$ cat config.mk
export PLATFORM = sky130hd
export DESIGN_NAME = value_change_counter
export DESIGN_NICKNAME = d
export VERILOG_FILES = /design/src/rtl/value_change_counter.sv
export SDC_FILE = /design/constraint.sdc
export NUM_CORES = 1
export LEC_CHECK = 0
export CORE_MARGIN = 4
export CORE_UTILIZATION = 30
export DETAILED_ROUTE_END_ITERATION = 12
export HOLD_SLACK_MARGIN = 0.08
export PLACE_DENSITY_LB_ADDON = 0.08
export REMOVE_ABC_BUFFERS = 1
export SLEW_MARGIN = 20
export SYNTH_ARGS = -nofsm -noshare
export SYNTH_HDL_FRONTEND = slang
export SYNTH_SLANG_ARGS = --single-unit
export TNS_END_PERCENT = 30
$ cat constraint.sdc
create_clock -name clock -period 1.75 [get_ports clock]
set_clock_uncertainty 0.15 [all_clocks]
set_input_delay 0.2625 -clock clock [delete_from_list [all_inputs] [get_ports clock]]
set_output_delay 0.2625 -clock clock [all_outputs]
set_load 0.02 [all_outputs]
$ cat src/rtl/value_change_counter.sv
// Counts value changes of a sampled signal over fixed windows of valid samples.
// Each closed window's count is offered on a valid/ready report port.
module value_change_counter #(
    parameter int WIDTH  = 1,
    parameter int CNT_W  = 8,
    parameter int WINDOW = 16,
    parameter int DROP_W = 4
) (
    input  logic              clock,
    input  logic              reset_n,
    input  logic              clear,
    input  logic              sample_valid,
    input  logic [WIDTH-1:0]  sample_in,
    output logic              report_valid,
    input  logic              report_ready,
    output logic [CNT_W-1:0]  report_count,
    output logic              report_sat,
    output logic [DROP_W-1:0] drop_count,
    output logic              baseline_ok
);

    localparam int IDX_W = (WINDOW > 1) ? $clog2(WINDOW) : 1;
    localparam logic [IDX_W-1:0] LAST_IDX = IDX_W'(WINDOW - 1);

    typedef enum logic {EMPTY = 1'b0, ARMED = 1'b1} state_t;

    state_t            state_q, state_d;
    logic [WIDTH-1:0]  last_q, last_d;
    logic [IDX_W-1:0]  idx_q, idx_d;
    logic [CNT_W-1:0]  win_cnt_q, win_cnt_d;
    logic              win_sat_q, win_sat_d;
    logic              rpt_valid_q, rpt_valid_d;
    logic [CNT_W-1:0]  rpt_count_q, rpt_count_d;
    logic              rpt_sat_q, rpt_sat_d;
    logic [DROP_W-1:0] drop_q, drop_d;

    logic              chg;
    logic [CNT_W:0]    sum;
    logic [CNT_W-1:0]  cnt_new;
    logic              sat_new;
    logic              xfer;
    logic              close;

    // The first sample after reset/clear has no prior value, so it always counts.
    assign chg     = (state_q == EMPTY) || (sample_in != last_q);
    assign sum     = {1'b0, win_cnt_q} + {{CNT_W{1'b0}}, chg};
    assign cnt_new = sum[CNT_W] ? {CNT_W{1'b1}} : sum[CNT_W-1:0];
    assign sat_new = win_sat_q | sum[CNT_W];
    assign xfer    = rpt_valid_q && report_ready;
    assign close   = sample_valid && (idx_q == LAST_IDX);

    always_comb begin
        state_d     = state_q;
        last_d      = last_q;
        idx_d       = idx_q;
        win_cnt_d   = win_cnt_q;
        win_sat_d   = win_sat_q;
        rpt_valid_d = rpt_valid_q;
        rpt_count_d = rpt_count_q;
        rpt_sat_d   = rpt_sat_q;
        drop_d      = drop_q;
        if (clear) begin
            state_d     = EMPTY;
            idx_d       = '0;
            win_cnt_d   = '0;
            win_sat_d   = 1'b0;
            rpt_valid_d = 1'b0;
        end else begin
            if (xfer) rpt_valid_d = 1'b0;
            if (sample_valid) begin
                state_d = ARMED;
                last_d  = sample_in;
                if (close) begin
                    idx_d     = '0;
                    win_cnt_d = '0;
                    win_sat_d = 1'b0;
                    // A pending, non-transferring report wins; the new result is lost.
                    if (!rpt_valid_q || xfer) begin
                        rpt_valid_d = 1'b1;
                        rpt_count_d = cnt_new;
                        rpt_sat_d   = sat_new;
                    end else if (drop_q != {DROP_W{1'b1}}) begin
                        drop_d = drop_q + DROP_W'(1);
                    end
                end else begin
                    idx_d     = idx_q + IDX_W'(1);
                    win_cnt_d = cnt_new;
                    win_sat_d = sat_new;
                end
            end
        end
    end

    always_ff @(posedge clock) begin
        if (!reset_n) begin
            state_q     <= EMPTY;
            last_q      <= '0;
            idx_q       <= '0;
            win_cnt_q   <= '0;
            win_sat_q   <= 1'b0;
            rpt_valid_q <= 1'b0;
            rpt_count_q <= '0;
            rpt_sat_q   <= 1'b0;
            drop_q      <= '0;
        end else begin
            state_q     <= state_d;
            last_q      <= last_d;
            idx_q       <= idx_d;
            win_cnt_q   <= win_cnt_d;
            win_sat_q   <= win_sat_d;
            rpt_valid_q <= rpt_valid_d;
            rpt_count_q <= rpt_count_d;
            rpt_sat_q   <= rpt_sat_d;
            drop_q      <= drop_d;
        end
    end

    assign report_valid = rpt_valid_q;
    assign report_count = rpt_count_q;
    assign report_sat   = rpt_sat_q;
    assign drop_count   = drop_q;
    assign baseline_ok  = (state_q == ARMED);

endmodule
==> qor.yml, run 1 <==
status: "finished, violations left"
violations: "setup timing"
fin_setup_tns_ns: -0.8318
synth_top_area_share: 0.4207
cts_buffers: 5
hold_class: "input port to flip-flop"
synthCells: 153
cp_max_fo: 4
core_area_mm2: 0.004414
wire_per_inst_um: 13.25
yosys-top-cells-count: "29 x dfxtp_1, 16 x nand2_1, 12 x a21oi_1, 9 x nand2b_1, 9 x nor2_1"
hpwlAfterDp_mm: 2.480
die_y_um: 75.83
cp-end-kind: "flip-flop"
gr-usage-all-layers: 0.1345
antenna_left: 0
worstSetupPathType: "flip-flop to flip-flop"
crit_top_cell: "ha_4"
power.density_mw_per_mm2: 689.3
grt_max_degree: 23
synth.distinct_cells: 37
relSlewSlack: 0.7741
hold_slack_ns: 0.2758
cts.sinks: 29
synth_area_mm2: 0.001380
switchingPower_uw: 298.8
placed_cells: 239
clkPwrFrac: 0.445
gp_congestion: 0.7970
grt_pass1_vias: 1170
ys_warn_count: 0
dr.pass1.iters: 3
num_antenna_cells: 0
portBuffers: 20
dieArea_mm2: 0.005749
crit_chain: "xnor2_1, nand2_1, ha_4, ha_4, nand4_1, or2_4, and4_1, nor3_1"
ys_async_sr_fraction: 0
synth-main-ff-cell: "dfxtp_1"
die_w_um: 75.83
period_share: 1.070
seq_area_um2: 581.8
drtIter0Drc: 66
viasPerCell: 4.992
syn-mean-instance-area_um2: 9.020
crit_slowest_cell: "dfxtp_2"
drc_errors: 0
design_area_mm2: 0.001978
grt_antenna_before_repair: 0
crit_family: "simple AND/OR/NAND/NOR gates"
synth_top_area_cell: "dfxtp_1"
cts_htree_levels: 2
pin_count: 21
switching_share: 0.2191
hold_viol: 0
peakVddDrop_mv: 0.4378
tightest_slew_ns: 0.3364
nNetsFinal: 207
rows: 24
grt-ovfl-total: 0
post-synth-top-count-cell: "dfxtp_1"
start_kind: "flip-flop"
clk_pin_slew_worst_paths_ns: 0.07
period_minus_slack_ns: 1.873
max_stage_delay_ns: 0.32
seqPwrFrac: 0.491
max_freq_mhz: 533.9
netlist_top_cells_area: "dfxtp_1 42%, a21oi_1 4.4%, mux2i_1 4.4%, nand2_1 4.4%, nand2b_1 4.1%"
finalSetupViolCount: 16
multiInputGateArea_um2: 813.3
initial_utilization: 0.3126
combinationalPowerShare: 0.064
insertion_delay_ns: 0.28
finalPower_mw: 1.364
root_buffer: "clkbuf_8"
grt_first_pass_wirelength_mm: 5.637
area_growth_pct: 43.34
rsz0062_at_grt: "yes"
synth.yosys.seq_area_share: 0.4207
p_int_mw: 1.065
fin_cells: 250
critPathArrivalTime_ns: 1.93
final_core_util: 0.4481
num_vias: 1248
slew_violations: 0
placed_cell_area_mm2: 0.001780
nFillCells: 428
synth_edf_count: 0
critPathRequiredTime_ns: 1.81
p_leak_nw: 0.7812
clk_path_buf_depth: 2
finalWirelength_mm: 3.312
cts_hold_buf: 0
place_ws_ns: -0.6414
cts_tree: "done"
drv_cap: 0
layout_setup_ws_ns: -0.1230
final_layout_size_suffix_gt1_frac: 0.2576
ys_ff_latch: 29
cp_num_buf_inv: 0
## layer usage
| layer | track usage | part of all wire | up-vias |
|---|---|---|---|
| met5 | 0 | 0 | - |
| met4 | 0.08155 | 0.024 | 0 |
| met3 | 0.03562 | 0.031 | 7 |
| met2 | 0.1987 | 0.45 | 16 |
| met1 | 0.1738 | 0.49 | 590 |
| li1 | - | - | 635 |
## power groups by stage
| stage | sequential [mW] | clock (mW) | combinational [mW] |
|---|---|---|---|
| finish | 0.669 | 0.607 | 0.0871 |
| detailed placement | 0.683 | 0 | 0.0838 |
| CTS | 0.669 | 0.631 | 0.0882 |
| global placement | 0.683 | 0 | 0.0838 |
| floorplan | 0.685 | 0 | 0.0292 |
| global route | 0.669 | 0.671 | 0.0959 |
## repair_timing
action | 4_1_cts | 5_1_grt
gates resized for setup | 12 | 10
buffers inserted | 1 | 2
pin swaps | 15 | 11
setup endpoints to repair | 18 | 23
## worst min-delay path: stages
cell           delay, ns
dlygate4sd2_1       0.23
mux2i_1             0.08
nor2b_1             0.10
## final timing paths
kind	startpoint	end	slack, ns	cells after the start
worst max-delay path	last_q$_SDFFE_PN0P_	win_cnt_q[5]$_SDFFE_PP0P_	-0.12	8
worst max register to register	last_q$_SDFFE_PN0P_	win_cnt_q[5]$_SDFFE_PP0P_	-0.12	8
worst min register to register	win_sat_q$_SDFFE_PP0P_	win_sat_q$_SDFFE_PP0P_	0.33	2
worst min-delay path	sample_in	last_q$_SDFFE_PN0P_	0.28	3
## sequential cells by signal (all words and copies together) (netlist names)
name	count
report_sat	1
last_q	1
win_sat_q	1
drop_count	4
report_valid	1
report_count	8
win_cnt_q	8
idx_q	4
baseline_ok	1
## area by class of cell
type / instances / area share
inverters: 1 / 0.001898
clock buffers: 7 / 0.04870
repair buffers: 47 / 0.2087
clock inverters: 1 / 0.002530
multi-input cells: 113 / 0.4111
well taps: 52 / 0.03289
flip-flops and latches: 29 / 0.2941
## cells by family after synthesis
| logic type | after synthesis | synth area share |
|---|---|---|
| buffers and inverters | 11 | 0.03535 |
| AO/OA/AOI/OAI | 37 | 0.1732 |
| adder cells (fa/ha/maj) | 4 | 0.03627 |
| flip-flops | 29 | 0.4207 |
| multiplexers | 6 | 0.04352 |
| AND/OR/NAND/NOR | 60 | 0.2530 |
| XOR/XNOR | 6 | 0.03808 |
## placed cells by master (no fill, tap or decap), types with 2 or more instances in the layout
| cell type | instances |
|---|---|
| and4_1 | 2 |
| nor2b_1 | 5 |
| xor2_1 | 2 |
| o21a_1 | 2 |
| xnor2_1 | 4 |
| clkdlybuf4s50_1 | 16 |
| nand4_1 | 2 |
| a31oi_1 | 2 |
| clkbuf_8 | 7 |
| mux2i_1 | 6 |
| dlymetal6s2s_1 | 3 |
| nand2_1 | 15 |
| nand3_1 | 2 |
| nand2b_1 | 9 |
| and3_1 | 2 |
| o221a_1 | 4 |
| a21oi_1 | 8 |
| buf_4 | 26 |
| ha_4 | 2 |
| a21oi_2 | 4 |
| o22ai_1 | 3 |
| nor3_1 | 4 |
| nor2_1 | 8 |
| dfxtp_1 | 28 |
| o21ai_1 | 8 |
(Power assumes the default switching activity.)
==> run 2, diff against run 1 <==
- CAP_MARGIN: unset -> 20
- PLACE_DENSITY: unset -> 0.48
- PLACE_DENSITY_LB_ADDON: 0.08 -> unset
==> qor.yml, run 2 (synthesized netlist as in run 1, its figures left out) <==
finalWirelength_mm: 3.222  # -2.7%
final_core_util: 0.4535  # +0.005386
cts_tree: "done"
worstSetupPathType: "flip-flop to flip-flop"
critPathArrivalTime_ns: 1.93  # about the same
layout_common_cells: "27 x buf_4, 26 x dfxtp_1, 18 x clkdlybuf4s50_1"
place_ws_ns: -0.6278  # +0.01361 ns
finalPower_mw: 1.470  # +7.8%
initial_utilization: 0.3126  # unchanged
area_growth_pct: 45.06
max_freq_mhz: 536.7  # +0.53%
relSlewSlack: 0.7822  # +0.008094
final_common_cell: "buf_4"
rsz0062_at_grt: "yes"
drtIter0Drc: 34  # -48%
drc_errors: 0  # unchanged
gp_congestion: 0.8426  # +5.7%
cts_buffers: 5  # unchanged
clk_path_buf_depth: 2  # unchanged
power.density_mw_per_mm2: 734.4  # +6.5%
core_area_mm2: 0.004414  # unchanged
insertion_delay_ns: 0.28  # about the same
start_kind: "flip-flop"
hold_class: "input port to flip-flop"
drv_cap: 0  # unchanged
hold_viol: 0  # unchanged
rows: 24  # unchanged
final_layout_size_suffix_gt1_frac: 0.2513  # -0.006319
gr-usage-all-layers: 0.1271  # -0.007461
clk_pin_slew_worst_paths_ns: 0.06  # about the same
period_share: 1.065  # -0.005637
nNetsFinal: 208  # +0.48%
die_y_um: 75.83  # unchanged
cp-end-kind: "flip-flop"
slew_violations: 0  # unchanged
grt_max_degree: 23  # unchanged
placed_cells: 243  # +1.7%
cts_setup_buffers: 0  # -1
cts.sinks: 29  # unchanged
nFillCells: 424  # -0.93%
p_leak_nw: 0.7504  # -3.9%
viasPerCell: 5.004  # +0.24%
dr.pass1.iters: 4  # +1
peakVddDrop_mv: 0.3981  # -9.1%
tightest_slew_ns: 0.3243  # -0.01205 ns
portBuffers: 20  # unchanged
grt-ovfl-total: 0  # unchanged
cp_max_fo: 4  # unchanged
die_w_um: 75.83  # unchanged
reg2reg_depth: 8  # unchanged
grt_first_pass_wirelength_mm: 5.423  # -3.8%
period_minus_slack_ns: 1.863  # -0.009865 ns
critPathRequiredTime_ns: 1.81  # about the same
grt_pass1_vias: 1197  # +2.3%
grt_antenna_before_repair: 0  # unchanged
hpwlAfterDp_mm: 2.475  # -0.23%
finalSetupViolCount: 17  # +1
antenna_left: 0  # unchanged
fin_cells: 251  # +0.40%
root_buffer: "clkbuf_8"
wire_per_inst_um: 12.84  # -3.1%
dieArea_mm2: 0.005749  # unchanged
hold_depth: 3  # unchanged
cts_htree_levels: 2  # unchanged
violations: "setup timing"
num_vias: 1256  # +0.64%
layout_setup_ws_ns: -0.1131  # +0.009865 ns
status: "finished, violations left"
pin_count: 21  # unchanged
num_antenna_cells: 0  # unchanged
-- run 2: final cells by class --
cell class / count / area (um2) / area share
well taps: 52 / 65.06 / 0.03250
clock buffers: 7 / 86.33 / 0.04313
multi-input cells: 113 / 817.0 / 0.4081
inverters: 1 / 3.754 / 0.001875
flip-flops and latches: 29 / 584.3 / 0.2919
repair buffers: 48 / 415.4 / 0.2075
clock inverters: 1 / 30.03 / 0.01500
-- run 2: report_power, final --
group,switching (mW),leakage [nW],internal (mW)
registers,0.00451,0.235,0.666
clock network,0.251,0.0585,0.464
logic,0.0416,0.456,0.0431
total,0.298,0.750,1.17
-- run 2: timing repair --
| item | in CTS | in global routing |
|---|---|---|
| hold buffers | 0 | 0 |
| setup endpoints to repair | 19 | 23 |
| pin swaps | 8 | 8 |
| gates resized for setup | 8 | 11 |
-- run 2: stage by stage --
step                hold slack, ns  area (um2)  TNS (ns)
global route                0.3219        2002    -2.808
detailed placement          0.3180        1810    -11.53
finish                      0.2937        2002   -0.7942
CTS                         0.2974        1957    -1.018
floorplan                   0.2091        1335    -1.771
global placement            0.3106        1810    -11.01
-- run 2: routing by layer --
layer  track usage  wire length (um)
met5             0                 0
met4       0.05243                54
met2        0.2063              1578
met3       0.04354               118
met1        0.1526              1472
-- run 2: path summary, 6_finish.rpt --
| check | startpoint | to | slack, ns |
|---|---|---|---|
| worst max register to register | last_q$_SDFFE_PN0P_ | report_count[5]$_SDFFE_PN0P_ | -0.11 |
| worst max-delay path | last_q$_SDFFE_PN0P_ | report_count[5]$_SDFFE_PN0P_ | -0.11 |
| worst min register to register | report_count[7]$_SDFFE_PN0P_ | report_count[7]$_SDFFE_PN0P_ | 0.33 |
| worst min-delay path | sample_in | last_q$_SDFFE_PN0P_ | 0.29 |
-- run 2: critical path, stage by stage, from the launching register on --
cell and delay, ns:
dfxtp_2 0.32, xnor2_1 0.11, nand2_1 0.11, ha_4 0.16
ha_4 0.14, nand4_1 0.16, or2_4 0.31, and2_1 0.19
a21oi_1 0.13
==> run 3, diff against run 2 <==
- clock period: 1.75 -> 1.6 ns (I/O delays scaled with it)
==> qor.yml, run 3 (synthesized netlist as in run 1, its figures left out) <==
die_y_um: 75.83  # unchanged
layout_common_cells: "34 x buf_4, 26 x dfxtp_1, 17 x dlygate4sd2_1"
dr.pass1.iters: 4  # unchanged
power.density_mw_per_mm2: 726.1  # -1.1%
nNetsFinal: 216  # +3.8%
core_area_mm2: 0.004414  # unchanged
initial_utilization: 0.3126  # unchanged
nFillCells: 419  # -1.2%
worstSetupPathType: "flip-flop to flip-flop"
wire_per_inst_um: 13.31  # +3.6%
cts_htree_levels: 2  # unchanged
drv_cap: 0  # unchanged
relSlewSlack: 0.7832  # +0.001020
insertion_delay_ns: 0.28  # about the same
period_share: 1.154  # +0.08987
antenna_left: 0  # unchanged
violations: "setup timing"
placed_cell_area_mm2: 0.001863  # +2.9%
die_w_um: 75.83  # unchanged
area_growth_pct: 49.23
final_layout_size_suffix_gt1_frac: 0.3285  # +0.07725
drtIter0Drc: 44  # +29%
cp-end-kind: "flip-flop"
dieArea_mm2: 0.005749  # unchanged
final_common_cell: "buf_4"
critPathRequiredTime_ns: 1.67  # -0.14 ns
viasPerCell: 5.004  # about the same
grt-ovfl-total: 0  # unchanged
grt_max_degree: 23  # unchanged
hold_class: "input port to flip-flop"
max_stage_delay_ns: 0.33  # about the same
finalPower_mw: 1.495  # +1.7%
peakVddDrop_mv: 0.6224  # +56%
design_area_mm2: 0.002059  # +2.9%
place_ws_ns: -0.7646  # -0.1369 ns
cts_buffers: 5  # unchanged
clk_path_buf_depth: 2  # unchanged
max_freq_mhz: 541.4  # +0.86%
num_antenna_cells: 0  # unchanged
rows: 24  # unchanged
crit_top_cell: "ha_4"
finalSetupViolCount: 19  # +2
grt_first_pass_wirelength_mm: 5.451  # +0.52%
root_buffer: "clkbuf_8"
critPathArrivalTime_ns: 1.92  # about the same
slew_violations: 0  # unchanged
cp_num_buf_inv: 0  # unchanged
grt_antenna_before_repair: 0  # unchanged
hold_slack_ns: 0.2981  # +0.004468 ns
hpwlAfterDp_mm: 2.491  # +0.66%
crit_chain: "xnor2_2, nand2_2, ha_4, ha_4, nand4_1, or2_4, a41o_1, a21oi_2"
cp_max_fo: 4  # unchanged
cts.sinks: 29  # unchanged
status: "finished, violations left"
portBuffers: 20  # unchanged
grt_pass1_vias: 1225  # +2.3%
start_kind: "flip-flop"
crit_family: "simple AND/OR/NAND/NOR gates"
cts_hold_buf: 0  # unchanged
clk_pin_slew_worst_paths_ns: 0.06  # about the same
gr-usage-all-layers: 0.1333  # +0.006195
gp_congestion: 0.8335  # -1.1%
p_leak_nw: 0.8584  # +14%
rsz0062_at_grt: "yes"
layout_setup_ws_ns: -0.2472  # -0.1341 ns
period_minus_slack_ns: 1.847  # -0.01590 ns
crit_slowest_cell: "dfxtp_2"
pin_count: 21  # unchanged
drc_errors: 0  # unchanged
num_vias: 1296  # +3.2%
hold_viol: 0  # unchanged
cts_tree: "done"
tightest_slew_ns: 0.3228  # -0.001518 ns
finalWirelength_mm: 3.446  # +7.0%
run 3: changes by cell type in the layout (fill, tap and decap cells not counted), moves of 2 or more:
cell and delta:
dlygate4sd2_1 +16, a21oi_2 +5, nand2_2 +2, a21oi_1 -5, clkdlybuf4s50_1 -15, buf_4 +7
run 3: timing repair:
| item | 4_1_cts | 5_1_grt |
|---|---|---|
| buffers inserted | 1 | 0 |
| gates resized for setup | 37 | 6 |
| pin swaps | 18 | 8 |
| setup endpoints to repair | 37 | 22 |
run 3: per-stage QoR:
| stage | util | setup TNS [ns] | instances |
|---|---|---|---|
| CTS | 0.4603 | -3.360 | 259 |
| global route | 0.4666 | -6.041 | 259 |
| floorplan | - | -4.447 | 143 |
| global placement | 0.4221 | -14.06 | 250 |
| finish | 0.4666 | -3.497 | 259 |
| detailed placement | 0.4221 | -14.88 | 250 |
run 3: final timing paths:
kind,to,startpoint,slack (ns),depth (start not counted)
hold reg to reg,report_count[7]$_SDFFE_PN0P_,report_count[7]$_SDFFE_PN0P_,0.33,2
hold / removal,last_q$_SDFFE_PN0P_,sample_in,0.30,3
setup reg to reg,win_cnt_q[3]$_SDFFE_PP0P_,last_q$_SDFFE_PN0P_,-0.25,8
setup / recovery,win_cnt_q[3]$_SDFFE_PP0P_,last_q$_SDFFE_PN0P_,-0.25,8
run 3: worst reg2reg max path: stages, from the launching register on:
cell     delay [ns]
dfxtp_2        0.33
xnor2_2        0.13
nand2_2        0.07
ha_4           0.15
ha_4           0.14
nand4_1        0.18
or2_4          0.33
a41o_1         0.22
a21oi_2        0.09
run 3: final cells by class:
type | count | area (um2) | share of cell area
Sequential cell | 29 | 584.3 | 0.2837
Timing Repair Buffer | 56 | 456.7 | 0.2217
Clock inverter | 1 | 5.005 | 0.002430
Inverter | 1 | 3.754 | 0.001823
Clock buffer | 7 | 96.34 | 0.04678
Tap cell | 52 | 65.06 | 0.03159
Multi-Input combinational cell | 113 | 848.3 | 0.4119
run 3: where the power goes:
group	switching (mW)	total, mW	internal [mW]
clock	0.275	0.663	0.388
sequential	0.00520	0.734	0.728
combinational	0.0479	0.0987	0.0508
run 3: metal layers:
metal	GRT usage	up-vias	wire, um	part of all wire
met5	0	-	0	0
met1	0.1485	608	1475	0.43
met2	0.2186	33	1752	0.51
met4	0.06408	0	39	0.011
met3	0.05541	2	179	0.052
li1	-	653	-	-
